$ cat config.mk
export PLATFORM = sky130hd
export DESIGN_NAME = hazard_fwd_unit_flat
export DESIGN_NICKNAME = d
export VERILOG_FILES = /design/src/rtl/hazard_fwd_unit_if.sv /design/src/rtl/hazard_fwd_unit.sv /design/src/flat_wrapper.sv
export SDC_FILE = /design/constraint.sdc
export NUM_CORES = 1
export LEC_CHECK = 0
export ABC_AREA = 1
export CORE_ASPECT_RATIO = 0.75
export CORE_MARGIN = 2
export CORE_UTILIZATION = 45
export CTS_BUF_LIST = sky130_fd_sc_hd__clkbuf_4 sky130_fd_sc_hd__clkbuf_8
export CTS_CLUSTER_SIZE = 8
export DETAILED_ROUTE_END_ITERATION = 10
export PLACE_DENSITY = 0.8
export SETUP_SLACK_MARGIN = 0.5
export SLEW_MARGIN = 10
export SYNTH_ARGS = -nofsm -noshare
export SYNTH_HDL_FRONTEND = slang
export SYNTH_SLANG_ARGS = --single-unit
export TNS_END_PERCENT = 5
$ cat constraint.sdc
create_clock -name clk -period 1.5 [get_ports clk]
set_clock_uncertainty 0.1 [all_clocks]
set_input_delay 0.3 -clock clk [delete_from_list [all_inputs] [get_ports clk]]
set_output_delay 0.3 -clock clk [all_outputs]
set_load 0.05 [all_outputs]
$ cat src/rtl/hazard_fwd_unit_if.sv
// hazard_fwd_unit_if
//   ID-stage bundle between the pipeline front end and the hazard/forwarding
//   unit.
//   master: drives the ID instruction fields and flush, observes the results.
//   slave : the hazard/forwarding unit.
//   Signals:
//     id_valid, id_rs, id_rt, id_use_rs, id_use_rt,
//     id_wreg, id_m2reg, id_rd, flush              (master -> slave)
//     fwda, fwdb, stall, ex_wreg, mem_wreg         (slave -> master)
interface hazard_fwd_unit_if;
    logic       id_valid;
    logic [4:0] id_rs;
    logic [4:0] id_rt;
    logic       id_use_rs;
    logic       id_use_rt;
    logic       id_wreg;
    logic       id_m2reg;
    logic [4:0] id_rd;
    logic       flush;
    logic [1:0] fwda;
    logic [1:0] fwdb;
    logic       stall;
    logic       ex_wreg;
    logic       mem_wreg;

    modport master (
        output id_valid, id_rs, id_rt, id_use_rs, id_use_rt,
               id_wreg, id_m2reg, id_rd, flush,
        input  fwda, fwdb, stall, ex_wreg, mem_wreg
    );

    modport slave (
        input  id_valid, id_rs, id_rt, id_use_rs, id_use_rt,
               id_wreg, id_m2reg, id_rd, flush,
        output fwda, fwdb, stall, ex_wreg, mem_wreg
    );
endinterface

$ cat src/rtl/hazard_fwd_unit.sv
// hazard_fwd_unit
//   Hazard detection and operand forwarding for the five-stage pipeline.
//   Keeps a shadow of the destination info of the instructions in EX and MEM
//   and produces the operand mux selects and the load-use stall.
//   Ports:
//     clk  - pipeline clock, rising edge
//     rst  - asynchronous, active-high reset (clears both shadow slots)
//     bus  - hazard_fwd_unit_if.slave (ID inputs in, fwda/fwdb/stall and
//            slot write-enables out)
//   Select encoding: 00 regfile, 01 EX ALU, 10 MEM ALU, 11 MEM load data.
//   Build option: HAZARD_FWD_EN
//     defined   - full forwarding, stall only on load-use in EX
//     undefined - selects tied to 00, stall on any RAW against EX or MEM
module hazard_fwd_unit (
    input  logic             clk,
    input  logic             rst,
    hazard_fwd_unit_if.slave bus
);
    logic       r_ex_wreg;
    logic [4:0] r_ex_rd;
    logic       r_mem_wreg;
    logic [4:0] r_mem_rd;
`ifdef HAZARD_FWD_EN
    logic       r_ex_m2reg;
    logic       r_mem_m2reg;
`endif

    logic       w_rs_live;
    logic       w_rt_live;
    logic       w_ex_hit_rs;
    logic       w_ex_hit_rt;
    logic       w_mem_hit_rs;
    logic       w_mem_hit_rt;
    logic       w_haz_rs;
    logic       w_haz_rt;
    logic       w_stall;
    logic       w_ex_load;
    logic [1:0] w_fwda;
    logic [1:0] w_fwdb;

    // A source only matters when it is really read, is not r0, and ID is real.
    assign w_rs_live    = bus.id_valid && bus.id_use_rs && (bus.id_rs != 5'd0);
    assign w_rt_live    = bus.id_valid && bus.id_use_rt && (bus.id_rt != 5'd0);
    assign w_ex_hit_rs  = w_rs_live && r_ex_wreg  && (r_ex_rd  == bus.id_rs);
    assign w_ex_hit_rt  = w_rt_live && r_ex_wreg  && (r_ex_rd  == bus.id_rt);
    assign w_mem_hit_rs = w_rs_live && r_mem_wreg && (r_mem_rd == bus.id_rs);
    assign w_mem_hit_rt = w_rt_live && r_mem_wreg && (r_mem_rd == bus.id_rt);

`ifdef HAZARD_FWD_EN
    // EX hit wins over MEM hit; a load in EX cannot be forwarded yet.
    function automatic logic [1:0] fwd_sel(
        input logic i_ex_hit,
        input logic i_ex_m2reg,
        input logic i_mem_hit,
        input logic i_mem_m2reg
    );
        if (i_ex_hit)
            return i_ex_m2reg ? 2'b00 : 2'b01;
        else if (i_mem_hit)
            return i_mem_m2reg ? 2'b11 : 2'b10;
        else
            return 2'b00;
    endfunction

    assign w_haz_rs = w_ex_hit_rs && r_ex_m2reg;
    assign w_haz_rt = w_ex_hit_rt && r_ex_m2reg;
    assign w_fwda   = fwd_sel(w_ex_hit_rs, r_ex_m2reg, w_mem_hit_rs, r_mem_m2reg);
    assign w_fwdb   = fwd_sel(w_ex_hit_rt, r_ex_m2reg, w_mem_hit_rt, r_mem_m2reg);
`else
    // Without forwarding every RAW against an in-flight writer must wait.
    assign w_haz_rs = w_ex_hit_rs || w_mem_hit_rs;
    assign w_haz_rt = w_ex_hit_rt || w_mem_hit_rt;
    assign w_fwda   = 2'b00;
    assign w_fwdb   = 2'b00;
`endif

    // Flush discards the ID instruction, so its hazard is moot.
    assign w_stall   = (w_haz_rs || w_haz_rt) && !bus.flush;
    assign w_ex_load = bus.id_valid && !w_stall && !bus.flush;

    always_ff @(posedge clk or posedge rst) begin
        if (rst) begin
            r_ex_wreg  <= 1'b0;
            r_ex_rd    <= 5'd0;
            r_mem_wreg <= 1'b0;
            r_mem_rd   <= 5'd0;
        end else begin
            // MEM always drains from EX, even while ID is stalled.
            r_mem_wreg <= r_ex_wreg;
            r_mem_rd   <= r_ex_rd;
            r_ex_wreg  <= w_ex_load ? bus.id_wreg : 1'b0;
            r_ex_rd    <= w_ex_load ? bus.id_rd   : 5'd0;
        end
    end

`ifdef HAZARD_FWD_EN
    always_ff @(posedge clk or posedge rst) begin
        if (rst) begin
            r_ex_m2reg  <= 1'b0;
            r_mem_m2reg <= 1'b0;
        end else begin
            r_mem_m2reg <= r_ex_m2reg;
            r_ex_m2reg  <= w_ex_load ? bus.id_m2reg : 1'b0;
        end
    end
`endif

    assign bus.fwda     = w_fwda;
    assign bus.fwdb     = w_fwdb;
    assign bus.stall    = w_stall;
    assign bus.ex_wreg  = r_ex_wreg;
    assign bus.mem_wreg = r_mem_wreg;
endmodule

$ cat src/flat_wrapper.sv
// flat-port wrapper written by rule: the top's interface ports become plain ports
module hazard_fwd_unit_flat 
  (clk, rst, bus_id_valid, bus_id_rs, bus_id_rt, bus_id_use_rs, bus_id_use_rt, bus_id_wreg, bus_id_m2reg, bus_id_rd, bus_flush, bus_fwda, bus_fwdb, bus_stall, bus_ex_wreg, bus_mem_wreg);
  hazard_fwd_unit_if bus_i ();
  input  logic clk;
  input  logic rst;
  input wire logic [$bits(bus_i.id_valid)-1:0] bus_id_valid;
  input wire logic [$bits(bus_i.id_rs)-1:0] bus_id_rs;
  input wire logic [$bits(bus_i.id_rt)-1:0] bus_id_rt;
  input wire logic [$bits(bus_i.id_use_rs)-1:0] bus_id_use_rs;
  input wire logic [$bits(bus_i.id_use_rt)-1:0] bus_id_use_rt;
  input wire logic [$bits(bus_i.id_wreg)-1:0] bus_id_wreg;
  input wire logic [$bits(bus_i.id_m2reg)-1:0] bus_id_m2reg;
  input wire logic [$bits(bus_i.id_rd)-1:0] bus_id_rd;
  input wire logic [$bits(bus_i.flush)-1:0] bus_flush;
  output wire logic [$bits(bus_i.fwda)-1:0] bus_fwda;
  output wire logic [$bits(bus_i.fwdb)-1:0] bus_fwdb;
  output wire logic [$bits(bus_i.stall)-1:0] bus_stall;
  output wire logic [$bits(bus_i.ex_wreg)-1:0] bus_ex_wreg;
  output wire logic [$bits(bus_i.mem_wreg)-1:0] bus_mem_wreg;
  assign bus_i.id_valid = bus_id_valid;
  assign bus_i.id_rs = bus_id_rs;
  assign bus_i.id_rt = bus_id_rt;
  assign bus_i.id_use_rs = bus_id_use_rs;
  assign bus_i.id_use_rt = bus_id_use_rt;
  assign bus_i.id_wreg = bus_id_wreg;
  assign bus_i.id_m2reg = bus_id_m2reg;
  assign bus_i.id_rd = bus_id_rd;
  assign bus_i.flush = bus_flush;
  assign bus_fwda = bus_i.fwda;
  assign bus_fwdb = bus_i.fwdb;
  assign bus_stall = bus_i.stall;
  assign bus_ex_wreg = bus_i.ex_wreg;
  assign bus_mem_wreg = bus_i.mem_wreg;
  hazard_fwd_unit u_core (.clk(clk), .rst(rst), .bus(bus_i));
endmodule
==> qor.txt <==
Final Max Tran Viols - 0
critical path's slowest cell - dfrtp_1
synth top area cells - dfrtp_1 (36%), nand2_1 (25%), inv_1 (12%)
Port-buffer cells - 24
Post-DP HPWL - 1799 µm
Vias - 934
Die W - 53.65 µm
CP max FO - 4
final WL - 2170 µm
fraction of final layout cells sized beyond drive strength 1 - 0.2079
dominant cell type by area after synthesis - dfrtp_1
CTS root buf - clkbuf_4
Critical Path Max Stage Delay - 0.44 ns
Post-synth ARST share - 1.000
CP Buf/Inv Count - 2
fmax - 503.7 MHz
drt via density - 4.670
reg2reg end - u_core.bus.ex_wreg$_DFF_PP0_
vias in the first global route - 816
hold_buf cts - 0
GRT overflow - 0
Syn Std Cell Area - 832.0 µm²
P_leak - 0.7137 nW
CP delay by family, top - flip-flops
Crit path top cell by count - nand2_2
largest net degree at the start of global routing - 13
Sink Count - 12
initial drt markers - 35
critical path, cell by cell - inv_2, nand2_2, o21ai_2, nor2_1, nand3_1, nand2_1, nand2_2, a21oi_4, buf_12
predominant post-synthesis flop cell - dfrtp_1
fin crit period - 1.985 ns
clk slew on worst S/H paths - 0.07 ns
R2R cell count - 11
Syn. warnings - 0
Die Footprint - 0.002213 mm²
first-pass GRT wire length - 3394 µm
initial antenna violation count - 0
Initial Util - 0.4781
die height - 41.24 µm
HP Class - input pin to asynchronous set/reset pin
Worst Path Required - 1.10 ns
worst vdd ir - 626.8 µV
Levels on crit path - 9
crit share post-route - 1.324
worst setup path class - flip-flop to primary output
WHS - 0.2226 ns
CP endpoint kind - primary output
IO Pins - 30
final hold violations - 0
Mapped Cells - 140
Yosys reg bits - 12
GR Util All Layers - 0.2256
top post-synthesis cells by count - nand2_1 (55), inv_1 (27), nor2_1 (23)
pwr dens - 639.7 mW/mm²
Final Setup Violations - 7
unrepaired setup endpoints after global routing - yes
RD Place Congestion - 0.8519
last element of the critical path - bus_stall
DR WL/cell - 10.85 µm
fill cell count - 141
DRC - 0
Critical Path AT - 1.59 ns
clk buf depth - 2
H-Tree Depth - 1
First-pass DRT Iterations - 4
PnR worst setup slack - -0.4853 ns
count leader, synth - nand2_1
Setup TNS - -0.8162 ns
Syn-to-layout area delta - 52.48%
Clock Latency Late Sink - 0.26 ns
Final ANT Viol Nets - 0
CTS buffer count - 3
failing checks - setup timing
post-synth top area share - 0.3609
number of synthesized flops with an enable pin - 0
r2r setup slk - -0.06 ns
Ant. Diodes - 0
core area - 0.001740 mm²
Final Util - 0.7290
mean post-synth cell area - 5.943 µm²
R2R Path Start - u_core.r_ex_rd[2]$_DFF_PP0_
Netlist cell types - 16
# nets final - 202
row cnt - 13
CP startpoint - u_core.r_ex_rd[2]$_DFF_PP0_
outcome - complete, but fails checks
TritonCTS clock tree - yes
Startpoint Class - flip-flop
post-synthesis sequential area ratio - 0.3609
Max-cap violations - 0
where the power goes:
part	switching (mW)	internal [mW]	leakage [nW]
sequential	0.0136	0.336	0.158
combinational	0.120	0.0953	0.534
clock	0.0993	0.147	0.0210
cells by family (layout without fill, tap and decap cells):
family          after synthesis  after routing  synth area share
flops                        12             12            0.3609
simple gates                 90             90            0.4406
buf+inv                      34             69            0.1714
other cells                   1              4          0.004507
compound gates                3              3           0.02255
registers in the layout, summed over array words and instances, names as in the netlist:
name                 flops
u_core.bus.mem_wreg      1
u_core.bus.ex_wreg       1
u_core.r_mem_rd          5
u_core.r_ex_rd           5
through the flow:
stage	power, mW	cell area, µm²	worst slack [ns]	instances
5_1_grt	0.8674	1269	-0.5684	200
3_3_place_gp	0.5610	1195	-0.5767	194
2_1_floorplan	0.4652	859.6	-0.1242	143
3_5_place_dp	0.5675	1195	-0.6008	194
6_report	0.8116	1269	-0.4853	200
4_1_cts	0.8159	1249	-0.4679	200
final cells by class:
class                   instances  area, µm²  share of cell area
well taps                      22      27.53             0.02170
multi-input cells              97      437.9              0.3452
repair buffers                 35      351.6              0.2771
inverters                      30      112.6             0.08876
clock buffers                   4      36.28             0.02860
flip-flops and latches         12      302.8              0.2387
worst min path at each step:
stage,end,startpoint,slack (ns)
floorplan,u_core.r_ex_rd[0]$_DFF_PP0_,rst,0.06
global placement,u_core.r_mem_rd[0]$_DFF_PP0_,u_core.r_ex_rd[0]$_DFF_PP0_,0.30
detailed placement,u_core.r_mem_rd[0]$_DFF_PP0_,u_core.r_ex_rd[0]$_DFF_PP0_,0.31
CTS,u_core.r_mem_rd[0]$_DFF_PP0_,rst,0.24
global route,u_core.r_ex_rd[2]$_DFF_PP0_,rst,0.27
finish,u_core.r_ex_rd[2]$_DFF_PP0_,rst,0.22
layer usage:
| metal | track usage | routed length [µm] |
|---|---|---|
| met1 | 0.2749 | 948 |
| met4 | 0.07692 | 0 |
| met3 | 0.02190 | 143 |
| met5 | 0 | 0 |
| met2 | 0.4259 | 1079 |
placed cells by master (no fill, tap or decap):
master / instances
dfrtp_2: 2
nor3_2: 1
inv_2: 4
dfrtp_1: 10
nor2_2: 2
buf_6: 3
clkdlybuf4s50_1: 11
a21oi_4: 1
buf_12: 3
nor2_1: 22
clkbuf_4: 3
clkbuf_8: 1
nand4_1: 1
conb_1: 4
dlygate4sd2_1: 10
nand2_1: 50
o21ai_2: 2
nand2_2: 6
nand3_4: 1
inv_1: 26
buf_4: 8
nand3_1: 7
what timing repair did:
item / CTS / global route
gates cloned: 0 / 0
gates resized for setup: 14 / 8
pin swaps: 10 / 11
buffers inserted: 2 / 0
endpoints found under the setup margin: 9 / 9
Power figures use the tool's default switching activity.
